$ cat src/rtl/mips_program_loader_if.sv
// -----------------------------------------------------------------------------
// mips_program_loader_if
//
// Bundles the two buses the program loader sits between:
//   * host byte stream   : byteData, byteValid (host -> loader), byteReady
//                          (loader -> host)
//   * imem write port    : imemWriteEnable, imemWriteAddress, imemWriteData
//                          (loader -> instruction memory)
//
// Modports:
//   master : the environment side (host byte source + instruction memory)
//   slave  : the loader itself
// -----------------------------------------------------------------------------
interface mips_program_loader_if;
  logic [7:0]  byteData;
  logic        byteValid;
  logic        byteReady;
  logic        imemWriteEnable;
  logic [31:0] imemWriteAddress;
  logic [31:0] imemWriteData;

  modport master (
    output byteData,
    output byteValid,
    input  byteReady,
    input  imemWriteEnable,
    input  imemWriteAddress,
    input  imemWriteData
  );

  modport slave (
    input  byteData,
    input  byteValid,
    output byteReady,
    output imemWriteEnable,
    output imemWriteAddress,
    output imemWriteData
  );
endinterface

$ cat src/rtl/mips_program_loader.sv
// -----------------------------------------------------------------------------
// mips_program_loader
//
// Receives a MIPS program image as a byte stream, writes it word by word into
// instruction memory and keeps the processor in reset until the whole image
// has arrived and its XOR checksum matched.
//
// Stream: count[15:8], count[7:0], N x 4 payload bytes (MSB first), then one
// checksum byte = XOR of all payload bytes.
//
// Ports:
//   clk     : single clock, rising edge
//   reset   : asynchronous, active-high; returns everything to the idle values
//   bus     : slave side of mips_program_loader_if (byte stream in,
//             instruction memory write port out)
//   start   : one-cycle pulse, restarts loading from DONE or ERROR
//   cpuReset: processor reset, high while loading or after a failed load
//   loadDone: image complete and checksum matched
//   loadError: checksum mismatch or word count above MAX_WORDS
//
// All outputs come straight from registers.
// -----------------------------------------------------------------------------
module mips_program_loader #(
  parameter logic [31:0] BASE_ADDRESS = 32'h0000_0000,
  parameter int          MAX_WORDS    = 256
) (
  input  logic                        clk,
  input  logic                        reset,
  mips_program_loader_if.slave        bus,
  input  logic                        start,
  output logic                        cpuReset,
  output logic                        loadDone,
  output logic                        loadError
);

  // 17 bits so a 16-bit count can be compared without truncating MAX_WORDS.
  localparam logic [16:0] MAX_WORDS_L = 17'(MAX_WORDS);

  typedef enum logic [2:0] {
    COUNT_HI,
    COUNT_LO,
    PAYLOAD,
    CHECKSUM,
    DONE,
    ERROR
  } state_t;

  // ---------------------------------------------------------------------------
  // State and datapath registers
  // ---------------------------------------------------------------------------
  state_t      stateReg,       stateNext;
  logic [15:0] wordTotalReg,   wordTotalNext;
  logic [15:0] wordCountReg,   wordCountNext;
  logic [1:0]  byteIdxReg,     byteIdxNext;
  logic [23:0] assemblyReg,    assemblyNext;   // first three bytes of a word
  logic [7:0]  checksumReg,    checksumNext;
  logic        byteReadyReg,   byteReadyNext;
  logic        writeEnableReg, writeEnableNext;
  logic [31:0] writeAddrReg,   writeAddrNext;
  logic [31:0] writeDataReg,   writeDataNext;
  logic        cpuResetReg,    cpuResetNext;
  logic        loadDoneReg,    loadDoneNext;
  logic        loadErrorReg,   loadErrorNext;

  logic        accept;
  logic [15:0] countValue;
  logic [31:0] wordAddress;

  assign accept      = bus.byteValid && byteReadyReg;
  // Full count as it stands once the low byte is accepted in COUNT_LO.
  assign countValue  = {wordTotalReg[15:8], bus.byteData};
  // Word k lands at BASE + 4k; the 32-bit add wraps silently by design.
  assign wordAddress = BASE_ADDRESS + {14'd0, wordCountReg, 2'b00};

  // ---------------------------------------------------------------------------
  // State register
  // ---------------------------------------------------------------------------
  always_ff @(posedge clk or posedge reset) begin
    if (reset) begin
      stateReg       <= COUNT_HI;
      wordTotalReg   <= '0;
      wordCountReg   <= '0;
      byteIdxReg     <= '0;
      assemblyReg    <= '0;
      checksumReg    <= '0;
      byteReadyReg   <= 1'b0;
      writeEnableReg <= 1'b0;
      writeAddrReg   <= BASE_ADDRESS;
      writeDataReg   <= '0;
      cpuResetReg    <= 1'b1;
      loadDoneReg    <= 1'b0;
      loadErrorReg   <= 1'b0;
    end else begin
      stateReg       <= stateNext;
      wordTotalReg   <= wordTotalNext;
      wordCountReg   <= wordCountNext;
      byteIdxReg     <= byteIdxNext;
      assemblyReg    <= assemblyNext;
      checksumReg    <= checksumNext;
      byteReadyReg   <= byteReadyNext;
      writeEnableReg <= writeEnableNext;
      writeAddrReg   <= writeAddrNext;
      writeDataReg   <= writeDataNext;
      cpuResetReg    <= cpuResetNext;
      loadDoneReg    <= loadDoneNext;
      loadErrorReg   <= loadErrorNext;
    end
  end

  // ---------------------------------------------------------------------------
  // Next-state and next-output logic
  // ---------------------------------------------------------------------------
  always_comb begin
    stateNext       = stateReg;
    wordTotalNext   = wordTotalReg;
    wordCountNext   = wordCountReg;
    byteIdxNext     = byteIdxReg;
    assemblyNext    = assemblyReg;
    checksumNext    = checksumReg;
    writeEnableNext = 1'b0;          // strobe is a single-cycle pulse
    writeAddrNext   = writeAddrReg;
    writeDataNext   = writeDataReg;
    cpuResetNext    = cpuResetReg;
    loadDoneNext    = loadDoneReg;
    loadErrorNext   = loadErrorReg;

    case (stateReg)
      COUNT_HI: begin
        if (accept) begin
          wordTotalNext = {bus.byteData, 8'h00};
          stateNext     = COUNT_LO;
        end
      end

      COUNT_LO: begin
        if (accept) begin
          wordTotalNext = countValue;
          if ({1'b0, countValue} > MAX_WORDS_L) begin
            stateNext     = ERROR;
            loadErrorNext = 1'b1;
          end else if (countValue == 16'd0) begin
            stateNext = CHECKSUM;
          end else begin
            stateNext = PAYLOAD;
          end
        end
      end

      PAYLOAD: begin
        if (accept) begin
          checksumNext = checksumReg ^ bus.byteData;
          byteIdxNext  = byteIdxReg + 2'd1;
          assemblyNext = {assemblyReg[15:0], bus.byteData};
          if (byteIdxReg == 2'd3) begin
            // Word complete: issue the write with the byte that finished it.
            writeEnableNext = 1'b1;
            writeAddrNext   = wordAddress;
            writeDataNext   = {assemblyReg, bus.byteData};
            wordCountNext   = wordCountReg + 16'd1;
            if (wordCountReg + 16'd1 == wordTotalReg) begin
              stateNext = CHECKSUM;
            end
          end
        end
      end

      CHECKSUM: begin
        if (accept) begin
          if (bus.byteData == checksumReg) begin
            stateNext    = DONE;
            loadDoneNext = 1'b1;
            cpuResetNext = 1'b0;     // release the processor
          end else begin
            stateNext     = ERROR;
            loadErrorNext = 1'b1;
          end
        end
      end

      DONE, ERROR: begin
        if (start) begin
          stateNext     = COUNT_HI;
          checksumNext  = '0;
          wordCountNext = '0;
          byteIdxNext   = '0;
          loadDoneNext  = 1'b0;
          loadErrorNext = 1'b0;
          cpuResetNext  = 1'b1;
        end
      end

      default: begin
        stateNext = COUNT_HI;
      end
    endcase

    // Ready is registered from the state being entered, so it falls on the
    // edge that reaches DONE/ERROR and rises on the first edge out of reset.
    byteReadyNext = (stateNext == COUNT_HI) || (stateNext == COUNT_LO) ||
                    (stateNext == PAYLOAD)  || (stateNext == CHECKSUM);
  end

  // ---------------------------------------------------------------------------
  // Outputs
  // ---------------------------------------------------------------------------
  assign bus.byteReady        = byteReadyReg;
  assign bus.imemWriteEnable  = writeEnableReg;
  assign bus.imemWriteAddress = writeAddrReg;
  assign bus.imemWriteData    = writeDataReg;
  assign cpuReset             = cpuResetReg;
  assign loadDone             = loadDoneReg;
  assign loadError            = loadErrorReg;

endmodule

$ cat src/flat_wrapper.sv
// flat-port wrapper written by rule: the top's interface ports become plain ports
module mips_program_loader_flat 
#(
  parameter logic [31:0] BASE_ADDRESS = 32'h0000_0000,
  parameter int          MAX_WORDS    = 256
)
  (clk, reset, start, cpuReset, loadDone, loadError, bus_byteData, bus_byteValid, bus_byteReady, bus_imemWriteEnable, bus_imemWriteAddress, bus_imemWriteData);
  mips_program_loader_if bus_i ();
  input  logic clk;
  input  logic reset;
  input  logic start;
  output logic cpuReset;
  output logic loadDone;
  output logic loadError;
  input wire logic [$bits(bus_i.byteData)-1:0] bus_byteData;
  input wire logic [$bits(bus_i.byteValid)-1:0] bus_byteValid;
  output wire logic [$bits(bus_i.byteReady)-1:0] bus_byteReady;
  output wire logic [$bits(bus_i.imemWriteEnable)-1:0] bus_imemWriteEnable;
  output wire logic [$bits(bus_i.imemWriteAddress)-1:0] bus_imemWriteAddress;
  output wire logic [$bits(bus_i.imemWriteData)-1:0] bus_imemWriteData;
  assign bus_i.byteData = bus_byteData;
  assign bus_i.byteValid = bus_byteValid;
  assign bus_byteReady = bus_i.byteReady;
  assign bus_imemWriteEnable = bus_i.imemWriteEnable;
  assign bus_imemWriteAddress = bus_i.imemWriteAddress;
  assign bus_imemWriteData = bus_i.imemWriteData;
  mips_program_loader #(.BASE_ADDRESS(BASE_ADDRESS), .MAX_WORDS(MAX_WORDS)) u_core (.clk(clk), .reset(reset), .bus(bus_i), .start(start), .cpuReset(cpuReset), .loadDone(loadDone), .loadError(loadError));
endmodule
$ cat config.mk
export PLATFORM = sky130hd
export DESIGN_NAME = mips_program_loader_flat
export DESIGN_NICKNAME = d
export VERILOG_FILES = /design/src/rtl/mips_program_loader_if.sv /design/src/rtl/mips_program_loader.sv /design/src/flat_wrapper.sv
export SDC_FILE = /design/constraint.sdc
export NUM_CORES = 1
export LEC_CHECK = 0
export ABC_AREA = 1
export CORE_UTILIZATION = 35
export DETAILED_ROUTE_END_ITERATION = 7
export DONT_BUFFER_PORTS = 1
export GPL_TIMING_DRIVEN = 0
export HOLD_SLACK_MARGIN = 0.1
export MAX_ROUTING_LAYER = met4
export PLACE_DENSITY_LB_ADDON = 0.12
export SLEW_MARGIN = 20
export SYNTH_ARGS = -nofsm -noshare
export SYNTH_HDL_FRONTEND = slang
export SYNTH_SLANG_ARGS = --single-unit
$ cat constraint.sdc
create_clock -name clk -period 3.91 [get_ports clk]
set_input_delay 0.1955 -clock clk [delete_from_list [all_inputs] [get_ports clk]]
set_output_delay 0.1955 -clock clk [all_outputs]
set_load 0.05 [all_outputs]
# == Yosys cells after proc, flatten, opt, wreduce, memory -nomap -nowiden ==
# Index checks and enable logic that the tools add are counted.
# word_totals
ff_bits,122
inputBits,12
elab_cells,99
# classes
addsub,2
magnitude_cmp,1
eq_ne,20
n_mux,40
bitwise_logic,2
reduce_logical,20
# op_table
op,count
$mux W16,4
$pmux W16 S2,2
$mux W3,8
$mux W8,3
$add A16 B1 Y16 const B,1
$eq A16 B16 Y1,1
$gt A16 B9 Y1 const B,1
$logic_not A16 Y1,1
$pmux W8 S2,1
$mux W1,15
$pmux W3 S5,1
$ne A2 B1 Y1 const B,7
$eq A3 B2 Y1 const B,4
$reduce_and A3 Y1,4
$eq A8 B8 Y1,1
$reduce_and A4 Y1,2
$xor A8 B8 Y8,1
$eq A3 B1 Y1 const B,2
$eq A3 B3 Y1 const B,2
$logic_not A3 Y1,2
$reduce_and A6 Y1,1
$reduce_bool A2 Y1,3
$mux W2,2
$ne A2 B2 Y1 const B,2
11 further kinds,14

# == Depth between registers and ports, before layout ==
# depth
depth_word,10
mapped_depth,14
ltp_nobuf,14

# == Least setup slack after synthesis ==
# OpenSTA, ideal clock, no wires.
# synth_timing
kind,register to register
from,register u_core.byteReadyReg (netlist: u_core.bus.byteReady)
to,register u_core.stateReg[0]
setup_time_ps,65
arrival_time_ps,1685
required_ps,3845
slack_ps,2160
path_stages_with_launch,14
n_path_buf,1
path_cell_list,dfrtp_1 -> nand2_2 -> inv_2 -> nand2_1 -> nor2_2 -> buf_6 -> nand3_2 -> nor2_2 -> nand2_1 -> nor2_2 -> nand2_1 -> nor2_1 -> nand2_1 -> nand2_1
# synth_via
elab_chain_len,3
elab_cells_between_ends,6
classes_between,5 x mux; 1 x reduce/logical
# synth_rtl
element,line_no,source
from (decl),mips_program_loader.sv:57,"logic byteReadyReg, byteReadyNext;"
from (signal assigned),mips_program_loader.sv:100,byteReadyReg <= byteReadyNext;
$logic_and A1 B1 Y1 *,mips_program_loader.sv:69,assign accept = bus.byteValid && byteReadyReg;
"$mux W3, on equally long branches",-,
$pmux W3 S5 *,mips_program_loader.sv:127,case (stateReg)
net u_core.stateNext[0],mips_program_loader.sv:51,"state_t stateReg, stateNext;"
to (signal assigned),mips_program_loader.sv:94,stateReg <= stateNext;
to (decl),mips_program_loader.sv:51,
# Mark *: on every way through the listed nets, which the timed path passes. The rest lies on a longest branch.
# A chain may end at the register's enable or synchronous reset.

# == Worst setup path in the final report ==
# layout_timing
from,register u_core.wordTotalReg[15]
to,register u_core.stateReg[2]
# layout_via
elab_chain_len,5
elab_cells_between_ends,8
classes_between,1 x order compare; 1 x eq/ne; 6 x mux
# layout_rtl
element,line_no,source
from (decl),mips_program_loader.sv:52,"logic [15:0] wordTotalReg, wordTotalNext;"
from (signal assigned),mips_program_loader.sv:95,wordTotalReg <= wordTotalNext;
branches (longest 4 deep; another with $gt A16 B9 Y1),-,
$pmux W3 S5 *,mips_program_loader.sv:127,
net u_core.stateNext[2],mips_program_loader.sv:51,
# Mark *: on every way through the listed nets, which the timed path passes.

==> run metrics <==
synth warn=0; Min Clock Period, post-route=2.28 ns; total core area=0.0154 mm2; Cell Pwr Density=619 mW/mm2; fin crit share=0.584; Arr. time, crit path=2.58 ns; Pwr Total=0.00416 W; Final HPWL DP=10.5 mm; Final ANT Viol Nets=0; TritonCTS clock tree=built; global route overflow=0; P_leak=3.13 nW; Critical Path Start=u_core.wordTotalReg[15]; CTS Buf Count=17; final worst setup slack=1.63 ns; Final Wtd Congestion=0.864; final setup violation count=0; Netlist cell types=31; IO buf count=0; largest net degree at the start of global routing=97; Min-Delay Path Class=in -> async; Max Slew Vio Count=0; count leader, synth=nand2_1; Worst-Margin Slew=0.552 ns; worst rel slew slack=0.629; fin util=0.436; fraction of registers with async set/reset=1.00; WL/cell=15.4 um; H-tree depth=4; CP peak stage delay=0.55 ns; total number of vias=4,500; unrepaired setup endpoints after global routing=false; CP max FO=3; nets=718; most used cell, CP=nand2_1; crit end category=flip-flop; deepest clock path buffer count=2; final hold vios=0; top post-synthesis cells by count=172 x nand2_1, 121 x dfrtp_1, 92 x o21ai_0; Remaining DRCs=0; cells taking the most area after synthesis=dfrtp_1 54%, nand2_1 12%, o21ai_0 8.2%; area leader, netlist=dfrtp_1; # diodes=0; post-synth top area share=0.540; FF-to-FF End=u_core.stateReg[2]; reg2reg start=u_core.wordTotalReg[15]; FP Rows=45; root buf cell=clkbuf_16; slowest stage cell, crit path=dlygate4sd3_1; FF-to-FF setup slack=1.63 ns; WP data required=4.21 ns; setup TNS=0 ns; initial antenna violation count=0; main flop type after synthesis=dfrtp_1; Die Wd=129 um; post-synthesis cell count=657; VDD IR-drop max=0.333 mV; routed wire length=14.3 mm; max_cap viols=0; critical path type=reg -> reg; cells along the critical path=inv_1, nand2_1, nor4_1, o211ai_1, nand2_1, o21ai_0, nand2_1, nand2_1, dlygate4sd3_1; synthesized cell area=0.00561 mm2; area growth from synthesis to layout=19.8%; clk sinks=122; first-pass GRT wire length=23.3 mm; vias in the first global route=4,369; Total GRT Usage=0.194; Mean Syn Cell Area=8.54 um2; r2r worst-path depth=9; full die area=0.0165 mm2; Seq cells post-synth=122; Clock Latency Late Sink=0.42 ns; layout cell share with drive strength beyond 1=0.120; outcome=finished, final reports clean; crit start category=flip-flop; initial DRC count=256; drt pass-1 iters=4; post-synthesis sequential area ratio=0.544; clock-pin slew on the worst setup and hold paths=0.06 ns; dpl ws=1.79 ns; Max Freq=0.438 GHz; via/cell ratio=4.85; Initial Util=0.364; Layout Skew=0.00760 ns; Post-synth EDFFs=0; Top Ports=81; Die Ht=129 um; Critical path destination=u_core.stateReg[2]
-- report_power, final --
part	switching, W	internal (W)
combinational	0.000491	0.000267
sequential	0.000221	0.00150
clock	0.000593	0.00109
-- worst min-delay path by stage --
stage,start,end,slack [ns],cells past startpoint
5_1_grt,reset,u_core.bus.imemWriteAddress[4],0.24,2
3_3_place_gp,bus_byteData[0],u_core.assemblyReg[0],0.32,2
3_5_place_dp,reset,u_core.wordCountReg[0],0.007,1
4_1_cts,reset,u_core.wordCountReg[0],0.23,2
6_report,reset,u_core.wordCountReg[0],0.23,2
2_1_floorplan,bus_byteData[0],u_core.assemblyReg[0],0.32,2
-- metrics by stage --
stage	std cells	hold slack, ns	cell area [um2]
global route	928	0.235	6720
detailed placement	884	0.00692	5970
CTS	928	0.226	6720
floorplan	672	0.316	5670
global placement	883	0.323	5930
finish	928	0.229	6720
-- worst max-delay path: cells and delay by family (launching register included) --
kind | cells | cell delay [ns]
AND/OR/NAND/NOR | 5 | 0.80
buffers and inverters | 2 | 0.65
flip-flops | 1 | 0.39
AO/OA/AOI/OAI | 2 | 0.34
-- cell families after synthesis --
logic type / after synthesis / synth area share
buffers and inverters: 119 / 0.0952
DFF: 122 / 0.544
other: 1 / 0.000668
and+or+nand+nor: 277 / 0.218
xor gates and xnor gates: 11 / 0.0172
AOI/OAI and AO/OA: 125 / 0.120
adders and majority gates: 2 / 0.00446
-- registers in the layout, indices dropped and copies added, names as in the netlist, 2 cells and up --
signal	cells
u_core.bus.imemWriteAddress	16
u_core.wordCountReg	16
u_core.stateReg	3
u_core.assemblyReg	24
u_core.checksumReg	8
u_core.byteIdxReg	2
u_core.bus.imemWriteData	32
u_core.wordTotalReg	16
-- layout make-up --
cell class / instances / area [um2]
plain buffers: 39 / 234
clock buffers: 19 / 443
clock inverters: 13 / 191
fillers: 1562 / 8710
inverters: 80 / 308
multi-input cells: 431 / 2080
flip-flops and latches: 122 / 3050
well taps: 211 / 264
repair buffers: 13 / 148
-- routing by layer --
metal,share of wire,wire [um],vias to the layer above,GRT usage
met5,0,0,-,-
met4,0.014,197,0,0.0699
met3,0.044,634,17,0.0466
met2,0.48,6840,109,0.299
met1,0.47,6670,2165,0.247
li1,-,-,2209,-
-- placed cells by master (no fill, tap or decap), drive strengths merged, types with 3 or more instances in the layout --
cell type / instances
a21oi: 4
inv: 83
clkinvlp: 3
dlygate4sd3: 12
xnor2: 9
nand3: 44
bufinv: 4
clkinv: 3
conb: 16
nand4: 15
o22ai: 17
o21ai: 93
buf: 32
nand2: 177
dfrtp: 121
clkbuf: 27
nor2: 36
o31ai: 8
-- repair_timing --
item                                    4_1_cts  5_1_grt
hold endpoints to repair                    164        0
resized for setup                             0        0
hold buffers                                 12        0
setup buffers                                 0        0
endpoints found under the setup margin        0        0
Note: power is estimated with default switching activity, not from simulation.
